**config.mk**
```make
export PLATFORM = sky130hd
export DESIGN_NAME = timer0_interrupt_unit
export DESIGN_NICKNAME = d
export VERILOG_FILES = /design/src/rtl/timer0_interrupt_unit.sv
export SDC_FILE = /design/constraint.sdc
export NUM_CORES = 1
export LEC_CHECK = 0
export ABC_AREA = 0
export CAP_MARGIN = 20
export CELL_PAD_IN_SITES_DETAIL_PLACEMENT = 2
export CELL_PAD_IN_SITES_GLOBAL_PLACEMENT = 2
export CORE_MARGIN = 2
export CORE_UTILIZATION = 14
export DETAILED_ROUTE_END_ITERATION = 8
export GPL_TIMING_DRIVEN = 0
export MAX_ROUTING_LAYER = met4
export PLACE_DENSITY = 0.86
export SLEW_MARGIN = 20
export SYNTH_ARGS = -nofsm -noshare
export SYNTH_HDL_FRONTEND = slang
export SYNTH_SLANG_ARGS = --single-unit
```
**constraint.sdc**
```tcl
create_clock -name sysClock -period 1.6 [get_ports sysClock]
set_input_delay 0.24 -clock sysClock [delete_from_list [all_inputs] [get_ports sysClock]]
set_output_delay 0.24 -clock sysClock [all_outputs]
set_load 0.02 [all_outputs]
```
**src/rtl/timer0_interrupt_unit.sv**
```systemverilog
`default_nettype none
// +--------------------------------------------------------------------------+
// | Module      : timer0_interrupt_unit                                      |
// | Description : Timer0 interrupt flag register (TIFR) and request logic.   |
// |               Latches OCF0/TOV0 set strobes from the timer control unit, |
// |               masks them with TIMSK and SREG.I, and presents one         |
// |               prioritised interrupt request with its vector address.     |
// |               Flags clear on CPU acknowledge or software write-1-clear.  |
// | Ports       : sysClock          - system clock, rising edge              |
// |               reset             - synchronous active-high reset          |
// |               TIFR_write_enable - level set strobe from timer unit       |
// |               TIFR_set_data     - flag pattern from timer unit           |
// |               TIMSK             - interrupt mask register                |
// |               global_int_enable - SREG I bit                             |
// |               sw_write_enable   - CPU write to TIFR this cycle           |
// |               sw_write_data     - CPU write data, 1 clears a flag        |
// |               int_ack           - CPU accepts the pending request        |
// |               irq               - interrupt request                      |
// |               irq_vector        - vector word address while irq=1        |
// |               TIFR_output       - flag register readback                 |
// | Revision    : 1.0 - initial release                                      |
// +--------------------------------------------------------------------------+
module timer0_interrupt_unit #(
  parameter logic [7:0] COMP_VECTOR = 8'h14,
  parameter logic [7:0] OVF_VECTOR  = 8'h16,
  parameter int         OCF_BIT     = 1,
  parameter int         TOV_BIT     = 0
) (
  input  logic       sysClock,
  input  logic       reset,
  input  logic       TIFR_write_enable,
  input  logic [7:0] TIFR_set_data,
  input  logic [7:0] TIMSK,
  input  logic       global_int_enable,
  input  logic       sw_write_enable,
  input  logic [7:0] sw_write_data,
  input  logic       int_ack,
  output logic       irq,
  output logic [7:0] irq_vector,
  output logic [7:0] TIFR_output
);

  typedef enum logic [1:0] {
    IDLE    = 2'd0,
    REQUEST = 2'd1,
    HOLDOFF = 2'd2
  } state_t;

  state_t     r_state;
  state_t     w_state_next;
  logic       r_strobe_hist;
  logic       r_ocf;
  logic       r_tov;
  logic       r_src_comp;      // 1: serviced source is COMP, 0: OVF
  logic       r_irq;
  logic [7:0] r_vector;

  logic       w_set_edge;
  logic       w_set_c;
  logic       w_set_o;
  logic       w_ack;
  logic       w_ocf_next;
  logic       w_tov_next;
  logic       w_pending_c;
  logic       w_pending_o;
  logic       w_req;
  logic       w_src_flag_next;
  logic       w_src_mask;
  logic       w_src_comp_next;
  logic       w_irq_next;
  logic [7:0] w_vector_next;
  logic [7:0] w_tifr;
  logic       w_unused_bits;

  // A held-high strobe must set only once so that a flag cleared while the
  // compare still matches does not immediately reappear.
  assign w_set_edge = TIFR_write_enable & ~r_strobe_hist;
  assign w_set_c    = w_set_edge & TIFR_set_data[OCF_BIT];
  assign w_set_o    = w_set_edge & TIFR_set_data[TOV_BIT];

  // Acknowledge only counts while a request is actually outstanding.
  assign w_ack = (r_state == REQUEST) & int_ack;

  // Set has priority over either clear source in the same cycle.
  assign w_ocf_next = w_set_c |
                      (r_ocf & ~((sw_write_enable & sw_write_data[OCF_BIT]) |
                                 (w_ack & r_src_comp)));
  assign w_tov_next = w_set_o |
                      (r_tov & ~((sw_write_enable & sw_write_data[TOV_BIT]) |
                                 (w_ack & ~r_src_comp)));

  assign w_pending_c = r_ocf & TIMSK[OCF_BIT];
  assign w_pending_o = r_tov & TIMSK[TOV_BIT];
  assign w_req       = global_int_enable & (w_pending_c | w_pending_o);

  // Withdrawal looks at the flag's next value so a same-cycle re-set keeps
  // the request alive.
  assign w_src_flag_next = r_src_comp ? w_ocf_next : w_tov_next;
  assign w_src_mask      = r_src_comp ? TIMSK[OCF_BIT] : TIMSK[TOV_BIT];

  always_comb begin
    w_state_next    = r_state;
    w_irq_next      = r_irq;
    w_vector_next   = r_vector;
    w_src_comp_next = r_src_comp;
    case (r_state)
      IDLE: begin
        w_irq_next    = 1'b0;
        w_vector_next = 8'h00;
        if (w_req) begin
          w_state_next    = REQUEST;
          w_irq_next      = 1'b1;
          w_src_comp_next = w_pending_c;
          w_vector_next   = w_pending_c ? COMP_VECTOR : OVF_VECTOR;
        end
      end
      REQUEST: begin
        if (int_ack) begin
          w_state_next  = HOLDOFF;
          w_irq_next    = 1'b0;
          w_vector_next = 8'h00;
        end else if (!w_src_flag_next || !w_src_mask || !global_int_enable) begin
          w_state_next  = IDLE;
          w_irq_next    = 1'b0;
          w_vector_next = 8'h00;
        end
      end
      HOLDOFF: begin
        w_state_next  = IDLE;
        w_irq_next    = 1'b0;
        w_vector_next = 8'h00;
      end
      default: begin
        w_state_next  = IDLE;
        w_irq_next    = 1'b0;
        w_vector_next = 8'h00;
      end
    endcase
  end

  always_ff @(posedge sysClock) begin
    if (reset) begin
      r_state       <= IDLE;
      r_strobe_hist <= 1'b0;
      r_ocf         <= 1'b0;
      r_tov         <= 1'b0;
      r_src_comp    <= 1'b0;
      r_irq         <= 1'b0;
      r_vector      <= 8'h00;
    end else begin
      r_state       <= w_state_next;
      r_strobe_hist <= TIFR_write_enable;
      r_ocf         <= w_ocf_next;
      r_tov         <= w_tov_next;
      r_src_comp    <= w_src_comp_next;
      r_irq         <= w_irq_next;
      r_vector      <= w_vector_next;
    end
  end

  always_comb begin
    w_tifr          = 8'h00;
    w_tifr[OCF_BIT] = r_ocf;
    w_tifr[TOV_BIT] = r_tov;
  end

  // Only the OCF/TOV positions of the byte-wide inputs carry meaning.
  assign w_unused_bits = ^{TIFR_set_data, sw_write_data, TIMSK};

  assign irq         = r_irq;
  assign irq_vector  = r_vector;
  assign TIFR_output = w_tifr;

endmodule
`default_nettype wire

```
Word level (Yosys, flattened, before mapping). Cells that the tools add are included. W data, S select, Z words.

Muxes and demuxes: 15. Bitwise logic cells: 22. Reductions and logical operators: 8. Equal/unequal tests: 3.

Operators with widths (count): $mux W8 (2); $pmux W8 S2 (1); $and A1 B1 Y1 (13); $mux W2 (4); $mux W1 (5); $mux W5 (1); $or A1 B1 Y1 (5); $not A1 Y1 (4); $pmux W2 S2 (1); $reduce_and A2 Y1 (2); $logic_not A1 Y1 (3); $ne A3 B2 Y1 const B (1); $eq A2 B1 Y1 const B (1); $logic_not A2 Y1 (1); $logic_or A1 B1 Y1 (2); $ne A2 B2 Y1 const B (1); $pmux W1 S2 (1).

Flip-flop bits (word level): 15. Input bits: 30. Word-level logic and storage cells: 55. Output and inout bits: 17.

Depth between registers and ports, before layout. Gate-level depths: netlist of run 1.

Depth after elaboration: 14. Gate-level depth with buffers: 4. Gate-level depth less buffers: 4.

Least setup slack after synthesis of run 1. OpenSTA, ideal clock, no wires.

Path kind: register -> register. From: register r_state[1]. To: register r_irq (netlist: irq). Library setup time: 68 ps. Cell stages (with the launch flop): 5. Path buffers: 0. Data arrival time: 1040 ps. Data required time: 1532 ps. Clock period less this slack: 1108 ps. Slack: 492 ps. Cells stage by stage: dfxtp_1 -> and4bb_1 -> nand3b_1 -> o32a_1 -> o21ai_2.

Word-level cells in the longest chain between the ends: 12. Elaborated cells between the ends (all ways): 19. Those cells by class: eq/ne: 2; mux: 2; bitwise: 11; reduce/logical: 4.

RTL lines: from (decl) (line 49) `state_t r_state;`; from (signal assigned) (line 151) `r_state <= w_state_next;`; $eq A2 B1 Y1 (line 82, 106); $and A1 B1 Y1 (line 82) `assign w_ack = (r_state == REQUEST) & int_ack;`; $and A1 B1 Y1, on equally long branches (line 90, 87); $or A1 B1 Y1, on equally long branches (line 89, 86); $not A1 Y1, on equally long branches (line 89, 86); $and A1 B1 Y1, on equally long branches (line 89, 86); $or A1 B1 Y1, on equally long branches (line 88, 85); $mux W1 (line 98) `assign w_src_flag_next = r_src_comp ? w_ocf_next : w_tov_next;`; $logic_not A1 Y1 (line 122) `end else if (!w_src_flag_next || !w_src_mask || !global_int_enable) begin`; $logic_or A1 B1 Y1 (2 in series) (line 122); $ne A3 B2 Y1 (no source line); to (signal assigned) (line 156) `r_irq <= w_irq_next;`; to (decl) (line 55) `logic r_irq;`.

Several ways; a longest one is shown, not always the timed one. A chain may end at the register's enable or synchronous reset.

Worst setup path after layout of run 1.
From: register r_irq (netlist: irq). To: output port irq.

RTL lines: to (decl) (line 38) `output logic irq,`.

No word-level cell between the ends.

==> results.cfg, run 1 <==
[logic_synthesis]
synth_warnings = 0
yosysTopAreaCellShare_pct = 31.7
synth_edf_count = 0
synth-seq-area-share_pct = 31.7
syn_area_um2 = 505
yosysUniqueCellTypes = 24
ys_ff_latch = 8
synth_most_common_cell = buf_4
syn_area_per_cell_um2 = 8.87
synth_commonest_cells = buf_4 (15), dfxtp_1 (8), nand3b_1 (4)
synth_cells = 57
synth_flop_cell = dfxtp_1
synthTopCellsByArea = dfxtp_1 (32%), buf_4 (22%), nand3b_1 (5.9%)
yosysTopAreaCell = dfxtp_1
synthArstFlopShare_pct = 0

[setup_path]
cp_max_fo = 4
crit_chain = clkdlybuf4s50_1
cp_top_family = buffers and inverters
rrSetupSlack_ns = 0.32
worst_ep_required_time_ns = 1.36
crit_arrival_ns = 1.26
critPathCaptureType = output pin
crit_path_max_incr_delay_ns = 0.62
cp_slowest_cell = clkdlybuf4s50_1
crit_path_start_kind = flip-flop
path_buf_inv = 1
criticalPathCategory = reg2out

[die]
initial_core_util_pct = 14.9
io_pins = 47
core_area_um2 = 3390
die_w_um = 64.1
dieHeight_um = 64.1
die_area_um2 = 4110
rows = 21

[placed_design]
portBuffers = 16
gp_congestion = 0.681
pre_cts_slack_ns = -0.0669
dpl_cell_area_um2 = 761
place_inst = 129
place.detailed.hpwl_um = 1270

[final_layout]
final_area_um2 = 782
fin_util_pct = 23.1
area_delta_synth_final_pct = 54.7
diodes = 0
final_cells = 132
drive_above_1_share_pct = 24.4
final_nets = 118

[sta]
drv_slew = 0
max_freq_mhz = 667
fin_ws_ns = 0.100
setup_viol = 0
rsz0062_at_grt = no
skew_ns = 0.00428
min_period_over_period_pct = 93.7
hold_viol = 0
min_period_ns = 1.50

[grt]
grt_max_degree = 11
grt_overflow = 0
antenna_found_initial = 0
track_usage_pct = 8.73
grt_util_met3_pct = 2.99
grt_pass1_vias = 569
grtUsageMet1_pct = 8.99
grt-busiest-layer = met2
met2_usage_pct = 14.6
grt_pass1_wl_um = 2660

[status]
status = finished, final reports clean

[clock_network]
clk_path_buf_depth = 2
root_buffer = clkbuf_4
clk_pin_slew_ns = 0.06
cts_sinks = 8
clk_latency_ns = 0.26
h-tree-depth = 1
cts_made_buffers = 3
cts_hold_buf = 0
cts_tree = done

[routing]
wl_um = 1520
vias = 496
ant_nets = 0
drt-pass1-iter-count = 4
drtIter0Drc = 4
wl_per_cell_um = 11.5
vias_per_cell = 3.76
drc = 0

[pwr]
ir_drop_mv = 0.172
power_per_cell_area_nw_per_um2 = 639
p_leak_nw = 0.350

[worst_hold_path]
min_path_type = in2reg

[flow_run]
maxCapViolCount = 0
-- cell usage in the layout, fill, tap and decap left out, drive strengths merged --
cell type      synthesis  layout
buf                   15      15
clkdlybuf4s50          0      12
conb                   1      11
dfxtp                  8       8
nand3b                 4       4
clkbuf                 1       4
o21ai                  4       4
a21oi                  3       3
dlygate4sd2            0       3
a21boi                 2       2
nor3b                  2       2
nand2                  2       2
nand4                  2       2
nand2b                 2       2
o32a                   2       2
nor2                   1       1
nor2b                  1       1
and3b                  1       1
a21bo                  1       1
a21o                   1       1
a22o                   1       1
and4bb                 1       1
or2                    1       1
a31oi                  1       1
dlymetal6s2s           0       1
-- metrics by stage --
step,setup TNS [ns],hold slack [ns],total power [W]
6_report,0,0.364,0.000500
2_1_floorplan,0,0.368,0.000297
4_1_cts,0,0.365,0.000510
3_3_place_gp,0,0.497,0.000341
5_1_grt,0,0.416,0.000531
3_5_place_dp,-0.204,0.517,0.000345
-- per-layer routing --
metal  up-vias  wire [µm]
li1        237          -
met4         0         33
met1       232        595
met5         -          0
met2        23        768
met3         4        118
-- state kept, by name, summed over array words and instances, names as in the netlist --
signal / cells
r_src_comp: 1
r_tov: 1
irq: 1
r_state: 2
irq_vector: 1
r_ocf: 1
r_strobe_hist: 1
-- power by group --
group | leakage (nW) | total, W | switching [W] | internal (W)
Sequential | 0.0652 | 0.000213 | 0.00000657 | 0.000207
Clock | 0.0138 | 0.000160 | 0.0000741 | 0.0000862
Combinational | 0.271 | 0.000126 | 0.0000606 | 0.0000656
-- logic make-up after synthesis --
| family | share of synthesized area [%] |
|---|---|
| AO/OA/AOI/OAI | 21.8 |
| AND/OR/NAND/NOR | 22.8 |
| buffers and inverters | 23.0 |
| flip-flops | 31.7 |
| other | 0.742 |
-- repair_timing --
action / CTS / global route
gates resized for setup: 3 / 1
gates cloned: 0 / 0
setup buffers: 0 / 0
setup endpoints to repair: 3 / 1
-- path summary, 6_finish.rpt --
check / start / end / depth (start not counted)
worst min register to register: irq_vector[1] / irq_vector[1] / 2
worst min-delay path: reset / r_strobe_hist / 2
worst max register to register: r_ocf / r_state[0] / 4
worst max-delay path: irq / irq / 1
-- layout make-up --
class | instances | area, µm²
fill | 402 | 2610
multi-input combinational | 43 | 267
sequential | 8 | 160
timing repair buffer | 16 | 159
buffer | 16 | 116
tap | 46 | 57.6
clock buffer | 3 | 22.5
Note: power is estimated with default switching activity, not from simulation.
==> run 2: changes to the inputs <==
CELL_PAD_IN_SITES_DETAIL_PLACEMENT = 0   (was 2)
CELL_PAD_IN_SITES_GLOBAL_PLACEMENT = 1   (was 2)
CORE_UTILIZATION = 19   (was 14)
PLACE_DENSITY = 0.87   (was 0.86)
==> run 2 against run 1 <==
Critical path depth increased by 1. Sequential share of layout area increased by 0.30 points. Worst setup slack got worse by 0.058 ns. Combinational power about the same. Critical endpoint is now TIFR_output[0]. Highest routed layer is now met3.
==> results.cfg, run 2 (synthesis results as in run 1) <==
[final_layout]
area_delta_synth_final_pct = 52.5
diodes = 0
final_cell_mix = buf_4 (15), clkdlybuf4s50_1 (13), conb_1 (11), dfxtp_1 (8), nand3b_1 (4)
seq_area_um2 = 160
drive_above_1_share_pct = 24.4
top_register = r_state
multi_input_area_um2 = 267
fin_util_pct = 30.8
fillCellCount = 270
final_nets = 118
final_common_cell = buf_4
final_cells = 116
largest_register_ffs = 2

[grt]
grt_pass1_wl_um = 1730
track_usage_pct = 7.41
grt_max_degree = 11
antenna_found_initial = 0
grt_overflow = 0
grt_pass1_vias = 410

[status]
status = finished, final reports clean

[sta]
rsz0062_at_grt = no
hold_viol = 0
max_freq_mhz = 642
drv_slew = 0
min_period_ns = 1.56
setup_tns_ns = 0
skew_ns = 0.000960
min_period_over_period_pct = 97.4
setup_viol = 0

[worst_hold_path]
min_path_type = in2reg
holdPathStages = 2

[die]
die_area_um2 = 3090
io_pins = 47
rows = 18
core_area_um2 = 2500
die_w_um = 55.6
dieHeight_um = 55.6
initial_core_util_pct = 20.2

[setup_path]
criticalPathCategory = reg2out
crit_arrival_ns = 1.32
critPathCaptureType = output pin
cp_max_fo = 4
worst_ep_required_time_ns = 1.36
crit_path_start_kind = flip-flop
r2r_cells = 4

[clock_network]
cts_sinks = 8
cts_tree = done
clk_path_buf_depth = 2
cts_resized = 0
h-tree-depth = 1
root_buffer = clkbuf_4
post_cts_buffers = 0
clk_pin_slew_ns = 0.05
clk_latency_ns = 0.25
cts_made_buffers = 3
cts_hold_buf = 0

[routing]
drc = 0
drtIter0Drc = 5
ant_nets = 0
wl_per_cell_um = 9.44
vias_per_cell = 3.89
vias = 451
wl_um = 1100
drt-pass1-iter-count = 2

[placed_design]
place.detailed.hpwl_um = 892
place_inst = 113
gp_congestion = 0.710
portBuffers = 16

[pwr]
p_leak_nw = 0.373
power_per_cell_area_nw_per_um2 = 631
ir_drop_mv = 0.203

[flow_run]
maxCapViolCount = 0
run 2: cell count changes in the layout (fill, tap and decap cells not counted):
cell             delta
clkdlybuf4s50_1     +1
dlygate4sd2_1       -3
dlymetal6s2s_1      +2
run 2: metal layers:
layer	share of wire [%]	wire length, µm	up-vias	global-route usage, %
met5	0	0	-	-
met4	0	0	0	4.18
met3	8.9	98	0	2.56
met2	45	492	17	10.7
met1	46	504	196	8.92
li1	-	-	238	-
run 2: path summary, 6_finish.rpt:
check | start | to | slack (ns)
max | r_tov | TIFR_output[0] | 0.04
min | reset | r_state[1] | 0.36
max reg2reg | r_ocf | r_state[0] | 0.35
min reg2reg | irq_vector[1] | irq_vector[1] | 0.52
run 2: stage by stage:
step           hold WS [ns]  power, W  instance area [µm²]  worst slack, ns
5_1_grt               0.378  0.000513                  771          0.00228
3_5_place_dp          0.511  0.000342                  741          -0.0134
6_report              0.356  0.000487                  771           0.0423
3_3_place_gp          0.502  0.000340                  741           0.0172
4_1_cts               0.353  0.000496                  763          0.00917
2_1_floorplan         0.368  0.000297                  543            0.492
run 2: area by class of cell:
type                            instances  area share (%)
Sequential cell                         8            20.8
Clock buffer                            3            2.92
Multi-Input combinational cell         43            34.6
Tap cell                               30            4.87
Buffer                                 16            15.1
Timing Repair Buffer                   16            21.8
run 2: where the power goes:
part | switching, W | internal [W]
sequential | 0.00000625 | 0.000207
clock | 0.0000642 | 0.0000855
combinational | 0.0000567 | 0.0000672
total | 0.000127 | 0.000359
run 2: critical path, cell delays in order (launching register included):
cell and delay (ns):
dfxtp_1 0.37, buf_4 0.12, clkdlybuf4s50_1 0.58
